<file path="config.mk">
export PLATFORM = sky130hd
export DESIGN_NAME = apb_ucpd_rx_buf_flat
export DESIGN_NICKNAME = d
export VERILOG_FILES = /design/src/rtl/apb_ucpd_pkg.sv /design/src/rtl/apb_ucpd_rx_buf_if.sv /design/src/rtl/apb_ucpd_sync_fifo.sv /design/src/rtl/apb_ucpd_rx_buf.sv /design/src/flat_wrapper.sv
export SDC_FILE = /design/constraint.sdc
export NUM_CORES = 1
export LEC_CHECK = 0
export ABC_CLOCK_PERIOD_IN_PS = 2890
export CAP_MARGIN = 40
export CORE_UTILIZATION = 48
export DETAILED_ROUTE_END_ITERATION = 8
export PLACE_DENSITY_LB_ADDON = 0.12
export SETUP_SLACK_MARGIN = 0.15
export SYNTH_ARGS = -nofsm -noshare
export SYNTH_HDL_FRONTEND = slang
export SYNTH_SLANG_ARGS = --single-unit
export TNS_END_PERCENT = 100
</file>
<file path="constraint.sdc">
create_clock -name ic_clk -period 2.89 [get_ports ic_clk]
set_input_delay 0.578 -clock ic_clk [delete_from_list [all_inputs] [get_ports ic_clk]]
set_output_delay 0.578 -clock ic_clk [all_outputs]
set_load 0.03 [all_outputs]
</file>
<file path="src/rtl/apb_ucpd_pkg.sv">
// ============================================================================
// Module  : apb_ucpd_pkg
// Brief   : Shared constants for the UCPD receive buffer.
// Rev     : 1.0 - initial release
// ============================================================================
`default_nettype none

package apb_ucpd_pkg;
  localparam int         C_RXB_ST_W     = 4;
  localparam logic [3:0] C_RXB_IDLE     = 4'b0001;
  localparam logic [3:0] C_RXB_RECV     = 4'b0010;
  localparam logic [3:0] C_RXB_DRAIN    = 4'b0100;
  localparam logic [3:0] C_RXB_DONE     = 4'b1000;
  localparam int         C_RX_DEPTH_DEF = 4;
  localparam int         C_RX_PAYSZ_W   = 10;
  localparam logic [9:0] C_RX_PAYSZ_MAX = 10'd1023;
endpackage

`default_nettype wire

</file>
<file path="src/rtl/apb_ucpd_rx_buf_if.sv">
// ============================================================================
// Module  : apb_ucpd_rx_buf_if
// Brief   : Decoder-side and register-file-side signals of the RX buffer.
// Rev     : 1.0 - initial release
// ============================================================================
`default_nettype none

interface apb_ucpd_rx_buf_if #(
  parameter int CNT_W = 3
);
  logic             ucpden;
  logic             rx_sop;
  logic             rx_byte_vld;
  logic [7:0]       rx_byte;
  logic             rx_eop;
  logic             rx_crc_ok;
  logic             rx_hrst_det;
  logic             rxdr_rd;
  logic             rxmsgend_clr;
  logic             rxovr_clr;
  logic [7:0]       rxdr;
  logic             rxne;
  logic             rxovr;
  logic             rxmsgend;
  logic             rxerr;
  logic [9:0]       rx_paysz;
  logic             rx_busy;
  logic [CNT_W-1:0] fifo_level;

  modport slave (
    input  ucpden, rx_sop, rx_byte_vld, rx_byte, rx_eop, rx_crc_ok,
           rx_hrst_det, rxdr_rd, rxmsgend_clr, rxovr_clr,
    output rxdr, rxne, rxovr, rxmsgend, rxerr, rx_paysz, rx_busy, fifo_level
  );

  modport master (
    output ucpden, rx_sop, rx_byte_vld, rx_byte, rx_eop, rx_crc_ok,
           rx_hrst_det, rxdr_rd, rxmsgend_clr, rxovr_clr,
    input  rxdr, rxne, rxovr, rxmsgend, rxerr, rx_paysz, rx_busy, fifo_level
  );
endinterface

`default_nettype wire

</file>
<file path="src/rtl/apb_ucpd_sync_fifo.sv">
// ============================================================================
// Module  : apb_ucpd_sync_fifo
// Brief   : Single-clock FIFO with registered head output and sync flush.
// Rev     : 1.0 - initial release
// ============================================================================
`default_nettype none

module apb_ucpd_sync_fifo #(
  parameter int DEPTH  = 4,
  parameter int CNT_W  = 3,
  parameter int DATA_W = 8
) (
  input  wire logic              clk,
  input  wire logic              rst,
  input  wire logic              i_flush,
  input  wire logic              i_push,
  input  wire logic [DATA_W-1:0] i_wdata,
  input  wire logic              i_pop,
  output logic                   o_push_acc,
  output logic      [DATA_W-1:0] o_head,
  output logic      [CNT_W-1:0]  o_level,
  output logic                   o_empty
);
  localparam int               C_PTR_W = $clog2(DEPTH);
  localparam logic [CNT_W-1:0] C_FULL  = CNT_W'(DEPTH);

  logic [DATA_W-1:0]  r_mem [DEPTH];
  logic [C_PTR_W-1:0] r_wr_ptr, r_rd_ptr, w_rd_nxt;
  logic [CNT_W-1:0]   r_level, w_level_nxt;
  logic [DATA_W-1:0]  r_head;
  logic               w_full, w_pop_acc, w_push_acc;

  assign o_empty    = (r_level == '0);
  assign w_full     = (r_level == C_FULL);
  assign w_pop_acc  = i_pop & ~o_empty & ~i_flush;
  // A full FIFO still accepts a push when the same cycle frees a slot.
  assign w_push_acc = i_push & ~i_flush & (~w_full | w_pop_acc);
  assign w_rd_nxt   = r_rd_ptr + C_PTR_W'(w_pop_acc);
  assign o_push_acc = w_push_acc;
  assign o_level    = r_level;
  assign o_head     = r_head;

  always_comb begin
    w_level_nxt = r_level;
    case ({w_push_acc, w_pop_acc})
      2'b10:   w_level_nxt = r_level + CNT_W'(1);
      2'b01:   w_level_nxt = r_level - CNT_W'(1);
      default: w_level_nxt = r_level;
    endcase
  end

  always_ff @(posedge clk) begin
    if (w_push_acc) r_mem[r_wr_ptr] <= i_wdata;
  end

  always_ff @(posedge clk) begin
    if (rst || i_flush) begin
      r_wr_ptr <= '0;
      r_rd_ptr <= '0;
      r_level  <= '0;
    end else begin
      r_wr_ptr <= r_wr_ptr + C_PTR_W'(w_push_acc);
      r_rd_ptr <= w_rd_nxt;
      r_level  <= w_level_nxt;
    end
  end

  // Head bypasses the array when the new head is the byte written this cycle.
  always_ff @(posedge clk) begin
    if (rst) begin
      r_head <= '0;
    end else if (!i_flush && (w_level_nxt != '0)) begin
      r_head <= (w_push_acc && (w_rd_nxt == r_wr_ptr)) ? i_wdata : r_mem[w_rd_nxt];
    end
  end
endmodule

`default_nettype wire

</file>
<file path="src/rtl/apb_ucpd_rx_buf.sv">
// ============================================================================
// Module  : apb_ucpd_rx_buf
// Brief   : UCPD receive byte buffer with message framing and status flags.
// Rev     : 1.0 - initial release
// ============================================================================
`default_nettype none

module apb_ucpd_rx_buf
  import apb_ucpd_pkg::*;
#(
  parameter int DEPTH = C_RX_DEPTH_DEF,
  parameter int CNT_W = 3
) (
  input wire logic          ic_clk,
  input wire logic          ic_rst,
  apb_ucpd_rx_buf_if.slave  bus
);
  logic [C_RXB_ST_W-1:0]   r_state, w_state_nxt;
  logic [C_RX_PAYSZ_W-1:0] r_paysz;
  logic                    r_rxovr, r_rxerr_lat;
  logic                    w_clr_all, w_in_idle, w_in_recv, w_in_drain, w_in_done;
  logic                    w_push_req, w_push_acc, w_flush, w_sop_ok, w_ovr_set, w_empty;
  logic [CNT_W-1:0]        w_level;

  assign w_clr_all  = ic_rst | ~bus.ucpden;
  assign w_in_idle  = (r_state == C_RXB_IDLE);
  assign w_in_recv  = (r_state == C_RXB_RECV);
  assign w_in_drain = (r_state == C_RXB_DRAIN);
  assign w_in_done  = (r_state == C_RXB_DONE);
  assign w_push_req = w_in_recv & bus.rx_byte_vld & ~bus.rx_hrst_det;
  assign w_flush    = (w_in_recv | w_in_drain) & bus.rx_hrst_det;
  assign w_sop_ok   = w_in_idle & bus.rx_sop;
  assign w_ovr_set  = (w_push_req & ~w_push_acc) | (bus.rx_sop & ~w_in_idle);

  apb_ucpd_sync_fifo #(
    .DEPTH  (DEPTH),
    .CNT_W  (CNT_W),
    .DATA_W (8)
  ) u_fifo (
    .clk        (ic_clk),
    .rst        (w_clr_all),
    .i_flush    (w_flush),
    .i_push     (w_push_req),
    .i_wdata    (bus.rx_byte),
    .i_pop      (bus.rxdr_rd),
    .o_push_acc (w_push_acc),
    .o_head     (bus.rxdr),
    .o_level    (w_level),
    .o_empty    (w_empty)
  );

  always_ff @(posedge ic_clk) begin
    if (w_clr_all) r_state <= C_RXB_IDLE;
    else           r_state <= w_state_nxt;
  end

  always_comb begin
    w_state_nxt = r_state;
    case (r_state)
      C_RXB_IDLE:  if (bus.rx_sop) w_state_nxt = C_RXB_RECV;
      C_RXB_RECV:  if (bus.rx_hrst_det) w_state_nxt = C_RXB_IDLE;
                   else if (bus.rx_eop) w_state_nxt = C_RXB_DRAIN;
      C_RXB_DRAIN: if (bus.rx_hrst_det) w_state_nxt = C_RXB_IDLE;
                   else if (w_empty) w_state_nxt = C_RXB_DONE;
      C_RXB_DONE:  if (bus.rxmsgend_clr) w_state_nxt = C_RXB_IDLE;
      default:     w_state_nxt = C_RXB_IDLE;
    endcase
  end

  always_comb begin
    bus.rxmsgend   = w_in_done;
    bus.rxerr      = w_in_done & r_rxerr_lat;
    bus.rx_busy    = ~w_in_idle;
    bus.rxne       = ~w_empty;
    bus.rxovr      = r_rxovr;
    bus.rx_paysz   = r_paysz;
    bus.fifo_level = w_level;
  end

  always_ff @(posedge ic_clk) begin
    if (w_clr_all) begin
      r_paysz     <= '0;
      r_rxerr_lat <= 1'b0;
    end else begin
      if (w_sop_ok) r_paysz <= '0;
      else if (w_push_acc && (r_paysz != C_RX_PAYSZ_MAX)) r_paysz <= r_paysz + 10'd1;
      if (w_sop_ok || (w_in_done && bus.rxmsgend_clr)) r_rxerr_lat <= 1'b0;
      else if (w_in_recv && bus.rx_eop && !bus.rx_hrst_det) r_rxerr_lat <= ~bus.rx_crc_ok;
    end
  end

  // Set has priority over a coincident software clear.
  always_ff @(posedge ic_clk) begin
    if (w_clr_all)          r_rxovr <= 1'b0;
    else if (w_ovr_set)     r_rxovr <= 1'b1;
    else if (bus.rxovr_clr) r_rxovr <= 1'b0;
  end
endmodule

`default_nettype wire

</file>
<file path="src/flat_wrapper.sv">
// flat-port wrapper written by rule: the top's interface ports become plain ports
module apb_ucpd_rx_buf_flat import apb_ucpd_pkg::*;
#(
  parameter int DEPTH = C_RX_DEPTH_DEF,
  parameter int CNT_W = 3
)
  (ic_clk, ic_rst, bus_ucpden, bus_rx_sop, bus_rx_byte_vld, bus_rx_byte, bus_rx_eop, bus_rx_crc_ok, bus_rx_hrst_det, bus_rxdr_rd, bus_rxmsgend_clr, bus_rxovr_clr, bus_rxdr, bus_rxne, bus_rxovr, bus_rxmsgend, bus_rxerr, bus_rx_paysz, bus_rx_busy, bus_fifo_level);
  apb_ucpd_rx_buf_if #(.CNT_W(CNT_W)) bus_i ();
  input wire logic ic_clk;
  input wire logic ic_rst;
  input wire logic [$bits(bus_i.ucpden)-1:0] bus_ucpden;
  input wire logic [$bits(bus_i.rx_sop)-1:0] bus_rx_sop;
  input wire logic [$bits(bus_i.rx_byte_vld)-1:0] bus_rx_byte_vld;
  input wire logic [$bits(bus_i.rx_byte)-1:0] bus_rx_byte;
  input wire logic [$bits(bus_i.rx_eop)-1:0] bus_rx_eop;
  input wire logic [$bits(bus_i.rx_crc_ok)-1:0] bus_rx_crc_ok;
  input wire logic [$bits(bus_i.rx_hrst_det)-1:0] bus_rx_hrst_det;
  input wire logic [$bits(bus_i.rxdr_rd)-1:0] bus_rxdr_rd;
  input wire logic [$bits(bus_i.rxmsgend_clr)-1:0] bus_rxmsgend_clr;
  input wire logic [$bits(bus_i.rxovr_clr)-1:0] bus_rxovr_clr;
  output wire logic [$bits(bus_i.rxdr)-1:0] bus_rxdr;
  output wire logic [$bits(bus_i.rxne)-1:0] bus_rxne;
  output wire logic [$bits(bus_i.rxovr)-1:0] bus_rxovr;
  output wire logic [$bits(bus_i.rxmsgend)-1:0] bus_rxmsgend;
  output wire logic [$bits(bus_i.rxerr)-1:0] bus_rxerr;
  output wire logic [$bits(bus_i.rx_paysz)-1:0] bus_rx_paysz;
  output wire logic [$bits(bus_i.rx_busy)-1:0] bus_rx_busy;
  output wire logic [$bits(bus_i.fifo_level)-1:0] bus_fifo_level;
  assign bus_i.ucpden = bus_ucpden;
  assign bus_i.rx_sop = bus_rx_sop;
  assign bus_i.rx_byte_vld = bus_rx_byte_vld;
  assign bus_i.rx_byte = bus_rx_byte;
  assign bus_i.rx_eop = bus_rx_eop;
  assign bus_i.rx_crc_ok = bus_rx_crc_ok;
  assign bus_i.rx_hrst_det = bus_rx_hrst_det;
  assign bus_i.rxdr_rd = bus_rxdr_rd;
  assign bus_i.rxmsgend_clr = bus_rxmsgend_clr;
  assign bus_i.rxovr_clr = bus_rxovr_clr;
  assign bus_rxdr = bus_i.rxdr;
  assign bus_rxne = bus_i.rxne;
  assign bus_rxovr = bus_i.rxovr;
  assign bus_rxmsgend = bus_i.rxmsgend;
  assign bus_rxerr = bus_i.rxerr;
  assign bus_rx_paysz = bus_i.rx_paysz;
  assign bus_rx_busy = bus_i.rx_busy;
  assign bus_fifo_level = bus_i.fifo_level;
  apb_ucpd_rx_buf #(.DEPTH(DEPTH), .CNT_W(CNT_W)) u_core (.ic_clk(ic_clk), .ic_rst(ic_rst), .bus(bus_i));
endmodule
</file>
After elaboration in Yosys (flattened, before gate mapping)
Memories as Yosys holds them, arrays and structs flattened. A register that Yosys moved wholly into a read port is not among the register bits.
Index checks and enable logic that the tools add are counted.
{"block": "op_classes", "muxes": 12, "n_addsub": 5, "bitwise": 23, "n_eq_ne": 12, "n_reduce_logical": 15}
{"operator": "$mux 4", "count": 6}
{"operator": "$pmux 4 s4", "count": 1}
{"operator": "$and 1x1->1", "count": 11}
{"operator": "$add 10x1->10 const B", "count": 1}
{"operator": "$ne 10x10->1 const B", "count": 1}
{"operator": "$not 1->1", "count": 8}
{"operator": "$ne 3x3->1 const B", "count": 2}
{"operator": "$pmux 3 s2", "count": 1}
{"operator": "$logic_and 1x1->1", "count": 5}
{"operator": "$add 2x1->2", "count": 2}
{"operator": "$eq 4x1->1 const B", "count": 1}
{"operator": "$eq 4x2->1 const B", "count": 1}
{"operator": "$eq 4x3->1 const B", "count": 1}
{"operator": "$eq 4x4->1 const B", "count": 1}
{"operator": "$mux 1", "count": 4}
{"operator": "$ne 2x2->1 const B", "count": 2}
{"operator": "$or 1x1->1", "count": 4}
{"operator": "$reduce_and 4->1", "count": 1}
{"operator": "$reduce_or 2->1", "count": 2}
{"operator": "$add 3x1->3 const B", "count": 1}
{"operator": "$eq 3x3->1 const B", "count": 1}
{"operator": "$logic_not 3->1", "count": 1}
{"operator": "$reduce_bool 3->1", "count": 1}
{"operator": "$sub 3x1->3 const B", "count": 1}
{"operator": "other kinds (5)", "count": 7}
{"block": "totals", "mem_bits_rw": 32, "regBits": 23, "output_inout_bits": 26, "wordCells": 75, "n_memories": 1, "in_bits": 19}
{"name": "u_core.u_fifo.r_mem", "depth": 4, "word_bits": 8, "read_ports": 1, "rd_ports_with_merged_regs": 1, "write_ports": 1, "line_no": "apb_ucpd_sync_fifo.sv:27", "rtl": "logic [DATA_W-1:0] r_mem [DEPTH];"}

Longest topological paths before layout
Gate-level depths: netlist (run 1).
{"block": "logic_depth", "ltp_word": 11, "ltp_mapped": 13, "depth_no_buf": 10}

Hierarchy
A second synthesis (run 1) with hierarchy kept.
{"block": "hier_totals", "cells_unflattened": 255, "area_unflattened_um2": 3019.1}
{"mod": "apb_ucpd_sync_fifo", "seq_area_each_um2": 1261.2, "cells_per_inst": 152, "area_per_inst_um2": 2140.8, "instances": 1}
{"mod": "apb_ucpd_rx_buf", "seq_area_each_um2": 320.3, "cells_per_inst": 103, "area_per_inst_um2": 878.3, "instances": 1}

Worst setup path before layout (run 1)
OpenSTA, ideal clock, no wires.
{"block": "synth_timing", "kind": "register to register", "start": "reg u_core.u_fifo.r_level[2], in the netlist u_core.u_fifo.o_level[2]", "end": "reg u_core.u_fifo.r_head[0], in the netlist u_core.u_fifo.o_head[0], read port of u_core.u_fifo.r_mem", "path_buffers": 1, "synth_period_minus_slack_ps": 2765, "stages_incl_launch_ff": 10, "t_required_ps": 2810, "setup_time_ps": 80, "arrival_time_ps": 2684, "setup_slack_ps": 125, "cell_sequence": "dfxtp_1 buf_6 o31ai_1 a31oi_1 ha_1 xor2_1 xnor2_1 nand3_1 mux2i_1 a211oi_2"}
{"block": "synth_between", "elab_chain_len": 10, "word_cells_on_any_way": 16, "cone_classes": "3 x add/sub; 3 x eq/ne; 1 x mux; 6 x bitwise; 3 x reduce/logical"}
{"item": "from (decl)", "line_no": "apb_ucpd_sync_fifo.sv:29", "rtl": "logic [CNT_W-1:0] r_level, w_level_nxt;"}
{"item": "from (signal assigned)", "line_no": "apb_ucpd_sync_fifo.sv:64", "rtl": "r_level <= w_level_nxt;"}
{"item": "$logic_not 3->1", "line_no": "apb_ucpd_sync_fifo.sv:33", "rtl": "assign o_empty = (r_level == '0);"}
{"item": "$not 1->1", "line_no": "apb_ucpd_sync_fifo.sv:35", "rtl": "assign w_pop_acc = i_pop & ~o_empty & ~i_flush;"}
{"item": "$and 1x1->1 (2 in a row)", "line_no": "apb_ucpd_sync_fifo.sv:35"}
{"item": "$or 1x1->1", "line_no": "apb_ucpd_sync_fifo.sv:37", "rtl": "assign w_push_acc = i_push & ~i_flush & (~w_full | w_pop_acc);"}
{"item": "$and 1x1->1", "line_no": "apb_ucpd_sync_fifo.sv:37"}
{"item": "$eq 2x1->1 / $eq 2x2->1 (equally long branches)", "line_no": "apb_ucpd_sync_fifo.sv:45", "rtl": "case ({w_push_acc, w_pop_acc})"}
{"item": "$pmux 3 s2", "line_no": "apb_ucpd_sync_fifo.sv:45"}
{"item": "$reduce_bool 3->1", "line_no": "apb_ucpd_sync_fifo.sv:72", "rtl": "end else if (!i_flush && (w_level_nxt != '0)) begin"}
{"item": "$logic_and 1x1->1", "line_no": "apb_ucpd_sync_fifo.sv:72"}
{"item": "to (decl)", "line_no": "apb_ucpd_sync_fifo.sv:30", "rtl": "logic [DATA_W-1:0] r_head;"}
Several ways; a longest one is shown, not always the timed one.
A chain may end at the register's enable or synchronous reset.

Worst setup path after layout (run 1)
{"block": "layout_timing", "start": "reg u_core.r_state[1]", "end": "reg u_core.u_fifo.r_head[3], in the netlist u_core.u_fifo.o_head[3], read port of u_core.u_fifo.r_mem"}
{"block": "layout_between", "elab_chain_len": 11, "word_cells_on_any_way": 18, "cone_classes": "1 x add/sub; 4 x eq/ne; 1 x mux; 9 x bitwise; 3 x reduce/logical"}
{"item": "from (decl)", "line_no": "apb_ucpd_rx_buf.sv:18", "rtl": "logic [C_RXB_ST_W-1:0] r_state, w_state_nxt;"}
{"item": "from (signal assigned)", "line_no": "apb_ucpd_rx_buf.sv:54", "rtl": "else r_state <= w_state_nxt;"}
{"item": "$eq 4x2->1 / $eq 4x3->1 (equally long branches)", "line_no": "apb_ucpd_rx_buf.sv:27, apb_ucpd_rx_buf.sv:28"}
{"item": "$or 1x1->1", "line_no": "apb_ucpd_rx_buf.sv:31", "rtl": "assign w_flush = (w_in_recv | w_in_drain) & bus.rx_hrst_det;"}
{"item": "$and 1x1->1", "line_no": "apb_ucpd_rx_buf.sv:31"}
{"item": "$not 1->1", "line_no": "apb_ucpd_sync_fifo.sv:35, apb_ucpd_sync_fifo.sv:37"}
{"item": "$and 1x1->1", "line_no": "apb_ucpd_sync_fifo.sv:35"}
{"item": "$or 1x1->1", "line_no": "apb_ucpd_sync_fifo.sv:37"}
{"item": "$and 1x1->1", "line_no": "apb_ucpd_sync_fifo.sv:37"}
{"item": "$eq 2x1->1 / $eq 2x2->1 (equally long branches)", "line_no": "apb_ucpd_sync_fifo.sv:45"}
{"item": "$pmux 3 s2", "line_no": "apb_ucpd_sync_fifo.sv:45"}
{"item": "$reduce_bool 3->1", "line_no": "apb_ucpd_sync_fifo.sv:72"}
{"item": "$logic_and 1x1->1", "line_no": "apb_ucpd_sync_fifo.sv:72"}
Several ways; a longest one is shown, not always the timed one.

==> results.py, run 1 <==
metrics = {
    "global_route": {
        "grt_pass1_wl_um": 10000,
        "grt_max_degree": 12,
        "busiest_layer": "met2",
        "use_met3_pct": 4.20,
        "antenna_found_initial": 0,
        "track_usage_pct": 21.1,
        "overflow": 0,
        "grt_pass1_vias": 2072,
        "use_met1_pct": 27.2,
        "use_met2_pct": 33.8,
    },
    "logic_synthesis": {
        "yosys.area.top_type_share_pct": 32.8,
        "ys_warn_count": 0,
        "syn_area_mm2": 0.00293,
        "synthesis.nets": 265,
        "yosysSeqAreaShare_pct": 54.0,
        "synth-edff-count": 32,
        "synth_area_leaders": "edfxtp_1 (33%), dfxtp_1 (21%), mux4_2 (6.2%)",
        "synthCells": 242,
        "synthFlopType": "edfxtp_1",
        "yosysMostFrequentCell": "edfxtp_1",
        "yosys.area.top_type": "edfxtp_1",
        "post_synth.cell_area_avg_um2": 12.1,
        "synth_common_cells": "edfxtp_1 (32), dfxtp_1 (31), nor2_1 (29)",
        "ys_types": 49,
        "async_flop_share_pct": 0,
        "ys_seq_elements": 63,
    },
    "sta": {
        "hold_viol_final": 0,
        "max_freq_mhz": 381,
        "rsz0062_at_grt": "false",
        "tns_ps": 0,
        "fin_worst_skew_ps": 6.81,
        "maxSlewHeadroom_pct": 54.6,
        "setup_viol": 0,
        "finalWorstPathRequiredPeriod_ps": 2630,
        "worstMarginPinSlew_ps": 682,
        "period_share_pct": 90.9,
        "drv_slew": 0,
    },
    "worst_setup_path": {
        "r2r_setup_slack_ps": 260,
        "crit_path_top_delay_cell": "or3_1",
        "worst-path-buf-inv": 2,
        "cp_max_fo": 8,
        "cp-start-kind": "flip-flop",
        "worst-setup-path-type": "reg2reg",
        "crit_arrival_ps": 2870,
        "cp_cell_sequence": "xor2_2, and3_4, nor3_4, inv_2, fa_2, nor2b_1, o2111a_2, nor3_2, or3_1, buf_6, a211oi_2",
        "critical-path-top-delay-family": "simple AND/OR/NAND/NOR gates",
        "cpPeakStageDelay_ps": 380,
        "end_kind": "flip-flop",
        "worstPathRequired_ps": 3130,
    },
    "run": {
        "max-cap-violations": 0,
    },
    "drt": {
        "num_vias": 2186,
        "wl_per_cell_um": 15.4,
        "dr.pass1.iters": 4,
        "routed_wirelength_um": 6220,
        "avgViaCountPerCell": 5.41,
        "ant_nets": 0,
        "drc": 0,
        "drt_iter0_markers": 85,
    },
    "power": {
        "power.leakage_nw": 1.44,
        "power.density_mw_per_mm2": 443,
        "ir_drop_mv": 0.258,
        "p_total_w": 0.00173,
    },
    "cts": {
        "clkLatencyLatePin_ps": 330,
        "numCtsBuffers": 9,
        "htreeDepth": 3,
        "cts_tree": "yes",
        "cts_buffer_depth": 2,
        "clk_pin_slew_worst_paths_ps": 70,
        "cts-root-buf": "clkbuf_8",
        "clock_sinks": 63,
        "ctsHoldBuffers": 0,
    },
    "layout": {
        "fin_nets": 347,
        "post-route-util_pct": 66.5,
        "fillers": 472,
        "area_growth_pct": 33.7,
        "fin_area_mm2": 0.00392,
        "layout-drive-gt1-share_pct": 24.0,
        "antennaDiodeCount": 0,
    },
    "outcome": {
        "outcome": "finished, final reports clean",
    },
    "die": {
        "core-area_mm2": 0.00589,
        "rows": 28,
        "io_pins": 45,
        "start_util_pct": 49.8,
        "die_area_mm2": 0.00642,
        "die_w_um": 80.1,
        "dieHeight_um": 80.1,
    },
    "worst_hold_path": {
        "hp-class": "reg2reg",
    },
    "place": {
        "portBuffers": 44,
        "gp_congestion": 0.903,
        "placed_area_mm2": 0.00368,
        "hpwlAfterDp_um": 4420,
    },
}
[through the flow]
step           setup WS [ps]  cells  hold slack [ps]
3_5_place_dp            -339    386              517
4_1_cts                  155    402              532
5_1_grt                  165    404              569
3_3_place_gp            -258    386              510
6_report                 262    404              532
2_1_floorplan            156    242              488
[sequential cells by signal (all words and copies together), names as in the netlist]
register and cells:
u_core.u_fifo.r_wr_ptr 2, u_core.bus.rxovr 1, u_core.u_fifo.r_mem 32, u_core.u_fifo.o_level 3
u_core.r_rxerr_lat 1, u_core.u_fifo.o_head 8, u_core.r_state 4, u_core.bus.rx_paysz 10
u_core.u_fifo.r_rd_ptr 2
[power by group]
| group | internal (W) | switching [W] |
|---|---|---|
| Combinational | 0.0000441 | 0.0000457 |
| Clock | 0.000390 | 0.000313 |
| Sequential | 0.000940 | 0.00000193 |
[per-layer routing]
layer / vias up / wire length [um]
met5: - / 0
met1: 1051 / 2960
met2: 50 / 2920
li1: 1075 / -
met4: 0 / 113
met3: 10 / 234
[layout make-up]
type / instances / area (um^2) / area share, %
flip-flops and latches: 63 / 1580 / 40.4
multi-input cells: 162 / 1280 / 32.7
repair buffers: 80 / 747 / 19.1
clock buffers: 11 / 131 / 3.35
well taps: 75 / 93.8 / 2.40
clock inverters: 5 / 48.8 / 1.25
inverters: 8 / 30.0 / 0.767
[worst register-to-register path: stages, from the launching register on]
cell and delay [ps]:
dfxtp_2 330, xor2_2 200, and3_4 210, nor3_4 190, inv_2 60, fa_2 360
nor2b_1 140, o2111a_2 250, nor3_2 60, or3_1 380, buf_6 160, a211oi_2 220
[path summary, 6_finish.rpt]
path | start | end | cells past startpoint
setup / recovery | u_core.r_state[1]$_SDFFE_PP0P_ | u_core.u_fifo.o_head[3]$_SDFFE_PP0P_ | 11
hold / removal | u_core.r_rxerr_lat$_SDFFE_PP0P_ | u_core.r_rxerr_lat$_SDFFE_PP0P_ | 2
setup reg to reg | u_core.r_state[1]$_SDFFE_PP0P_ | u_core.u_fifo.o_head[3]$_SDFFE_PP0P_ | 11
hold reg to reg | u_core.r_rxerr_lat$_SDFFE_PP0P_ | u_core.r_rxerr_lat$_SDFFE_PP0P_ | 2
[timing repair]
action                                  CTS  global route
buffers inserted                          0             2
gates resized for setup                   4             9
pin swaps                                 2             5
endpoints found under the setup margin    9             8
[layout by cell type, fill, tap and decap left out, drive strengths merged, types with 6 or more instances in the layout]
cell	synthesis	layout
xnor2	10	10
nor4	9	9
edfxtp	32	32
dfxtp	31	31
mux2i	9	9
and3	9	9
nor2	29	29
a211oi	8	8
clkbuf	3	11
nor3	8	8
buf	6	36
inv	8	8
xor2	6	6
nand3	7	7
nand2	12	12
mux4	8	8
clkdlybuf4s50	0	41
[kinds of logic (layout without fill, tap and decap cells)]
family / count (synthesis) / after routing / share of synthesized area (%)
AOI/OAI and AO/OA: 33 / 33 / 9.65
DFF: 63 / 63 / 54.0
muxes: 17 / 17 / 9.23
buffers and inverters: 17 / 104 / 3.59
and+or+nand+nor: 92 / 92 / 16.5
xor gates and xnor gates: 16 / 16 / 5.04
adders and majority gates: 4 / 4 / 1.97
(Power assumes the default switching activity.)
==> run 2: changes to the inputs <==
--- a/config.mk
+++ b/config.mk
@@ -5,10 +5,10 @@
 export SDC_FILE = /design/constraint.sdc
 export NUM_CORES = 1
 export LEC_CHECK = 0
-export ABC_CLOCK_PERIOD_IN_PS = 2890
 export CAP_MARGIN = 40
 export CORE_UTILIZATION = 48
 export DETAILED_ROUTE_END_ITERATION = 8
+export GPL_TIMING_DRIVEN = 0
 export PLACE_DENSITY_LB_ADDON = 0.12
 export SETUP_SLACK_MARGIN = 0.15
 export SYNTH_ARGS = -nofsm -noshare
==> results.py, run 2 (synthesis gave the netlist of run 1 again) <==
metrics = {
    "outcome": {
        "outcome": "finished, final reports clean",
    },
    "sta": {
        "maxSlewHeadroom_pct": 51.0,
        "hold_viol_final": 0,
        "fin_worst_skew_ps": 9.43,
        "fin_ws_ps": 158,
        "period_share_pct": 94.5,
        "setup_viol": 0,
        "drv_slew": 0,
        "finalWorstPathRequiredPeriod_ps": 2730,
        "rsz0062_at_grt": "true",
        "max_freq_mhz": 366,
        "worstMarginPinSlew_ps": 732,
    },
    "power": {
        "p_total_w": 0.00179,
        "ir_drop_mv": 0.305,
        "power.density_mw_per_mm2": 455,
        "power.leakage_nw": 1.34,
    },
    "global_route": {
        "antenna_found_initial": 0,
        "grt_pass1_wl_um": 9930,
        "overflow": 0,
        "grt_pass1_vias": 2029,
        "grt_max_degree": 12,
        "track_usage_pct": 21.3,
    },
    "drt": {
        "ant_nets": 0,
        "wl_per_cell_um": 16.2,
        "avgViaCountPerCell": 5.47,
        "num_vias": 2148,
        "routed_wirelength_um": 6370,
        "drc": 0,
        "dr.pass1.iters": 4,
        "drt_iter0_markers": 67,
    },
    "worst_setup_path": {
        "critical-path-top-delay-family": "simple AND/OR/NAND/NOR gates",
        "end_kind": "flip-flop",
        "worstPathRequired_ps": 3140,
        "r2r-end": "u_core.u_fifo.o_head[0]$_SDFFE_PP0P_",
        "worst-setup-path-type": "reg2reg",
        "cp-start-kind": "flip-flop",
        "worst-path-buf-inv": 4,
        "cp_cell_sequence": "buf_6, xor2_4, and3_4, nor3_4, inv_2, fa_2, and3_4, o21a_1, buf_6, or3_4, buf_8, a211oi_2",
        "cpPeakStageDelay_ps": 370,
        "crit_arrival_ps": 2980,
        "reg2reg_from": "u_core.r_state[2]$_SDFFE_PP0P_",
        "crit_path_top_delay_cell": "or3_4",
        "cp_max_fo": 8,
        "r2r_setup_slack_ps": 160,
        "r2r_cells": 12,
    },
    "place": {
        "portBuffers": 44,
        "gp_congestion": 0.863,
        "place_ws_ps": -924,
        "hpwlAfterDp_um": 4180,
        "placed_area_mm2": 0.00349,
        "dp_cells": 363,
    },
    "cts": {
        "cts_tree": "yes",
        "clock_sinks": 63,
        "clk_pin_slew_worst_paths_ps": 70,
        "ctsHoldBuffers": 0,
        "htreeDepth": 3,
        "cts-root-buf": "clkbuf_8",
        "numCtsBuffers": 9,
        "clkLatencyLatePin_ps": 330,
        "cts_buffer_depth": 2,
    },
    "worst_hold_path": {
        "holdPathStages": 2,
        "min_to": "u_core.r_rxerr_lat$_SDFFE_PP0P_",
        "min-delay-start": "u_core.r_rxerr_lat$_SDFFE_PP0P_",
        "hp-class": "reg2reg",
    },
    "die": {
        "dieHeight_um": 80.1,
        "core-area_mm2": 0.00589,
        "io_pins": 45,
        "die_w_um": 80.1,
        "rows": 28,
        "die_area_mm2": 0.00642,
        "start_util_pct": 49.8,
    },
    "layout": {
        "post-route-util_pct": 66.9,
        "layout-drive-gt1-share_pct": 26.1,
        "area_growth_pct": 34.4,
        "antennaDiodeCount": 0,
        "final_cell_mix": "clkdlybuf4s50_1 (41), edfxtp_1 (32), nor2_1 (28), dfxtp_1 (28), buf_4 (16)",
        "final_common_cell": "clkdlybuf4s50_1",
        "fillers": 454,
        "largest_reg_flops": 32,
        "finalNonFillerCells": 393,
        "fin_area_mm2": 0.00394,
        "regMostFlops": "u_core.u_fifo.r_mem",
        "fin_nets": 336,
    },
    "run": {
        "max-cap-violations": 0,
    },
}
==> run 2: changes by cell type in the layout (fill, tap and decap cells not counted), sizes merged <==
| cell | delta |
|---|---|
| buf | -14 |
| dlygate4sd2 | +2 |
| clkbuf | +2 |
| clkdlybuf4s15 | +1 |
| dlymetal6s2s | -3 |
| clkinv | +1 |
==> run 2: repair_timing <==
action | CTS | global route
endpoints found under the setup margin | 10 | 9
buffers inserted | 7 | 7
resized for setup | 27 | 10
pin swaps | 9 | 14
==> run 2: how the worst max path moves through the flow <==
| stage | end | depth (start not counted) | from |
|---|---|---|---|
| after floorplan | u_core.u_fifo.o_head[0]$_SDFFE_PP0P_ | 12 | u_core.r_state[1]$_SDFFE_PP0P_ |
| after global placement | u_core.u_fifo.o_head[1]$_SDFFE_PP0P_ | 9 | bus_rxdr_rd |
| after detailed placement | u_core.u_fifo.o_head[2]$_SDFFE_PP0P_ | 9 | bus_rxdr_rd |
| after CTS | u_core.u_fifo.o_head[5]$_SDFFE_PP0P_ | 12 | u_core.r_state[1]$_SDFFE_PP0P_ |
| after global routing | u_core.u_fifo.o_head[0]$_SDFFE_PP0P_ | 12 | u_core.r_state[2]$_SDFFE_PP0P_ |
| final | u_core.u_fifo.o_head[0]$_SDFFE_PP0P_ | 12 | u_core.r_state[2]$_SDFFE_PP0P_ |
==> run 2: metrics by stage <==
| step | setup TNS, ps | hold WS, ps |
|---|---|---|
| after CTS | 0 | 529 |
| after global placement | -15480 | 508 |
| after floorplan | 0 | 488 |
| after detailed placement | -9430 | 515 |
| final | 0 | 525 |
| after global routing | 0 | 578 |
==> run 2: cell type report <==
type / instances / area (um^2) / area share [%]
Sequential cell: 63 / 1590 / 40.3
Multi-Input combinational cell: 162 / 1380 / 35.2
Timing Repair Buffer: 60 / 559 / 14.2
Clock buffer: 10 / 138 / 3.50
Tap cell: 75 / 93.8 / 2.38
Buffer: 9 / 86.3 / 2.19
Clock inverter: 6 / 60.1 / 1.53
Inverter: 8 / 30.0 / 0.763
==> run 2: routing by layer <==
layer / global-route usage (%) / wire [um] / vias to the layer above
met5: 0 / 0 / -
met4: 10.5 / 130 / 0
met3: 3.52 / 228 / 14
met2: 35.8 / 3200 / 57
met1: 26.5 / 2820 / 1023
li1: - / - / 1054
==> run 2: worst register-to-register path: stages (launching register included) <==
cell and delay, ps:
dfxtp_2 320, buf_6 130, xor2_4 190, and3_4 200
nor3_4 210, inv_2 60, fa_2 340, and3_4 170
o21a_1 180, buf_6 120, or3_4 370, buf_8 150
a211oi_2 220
==> run 2: power breakdown <==
part	internal [W]	total [W]	switching, W
Clock	0.000417	0.000756	0.000339
Combinational	0.0000443	0.0000934	0.0000491
Sequential	0.000940	0.000941	0.00000120
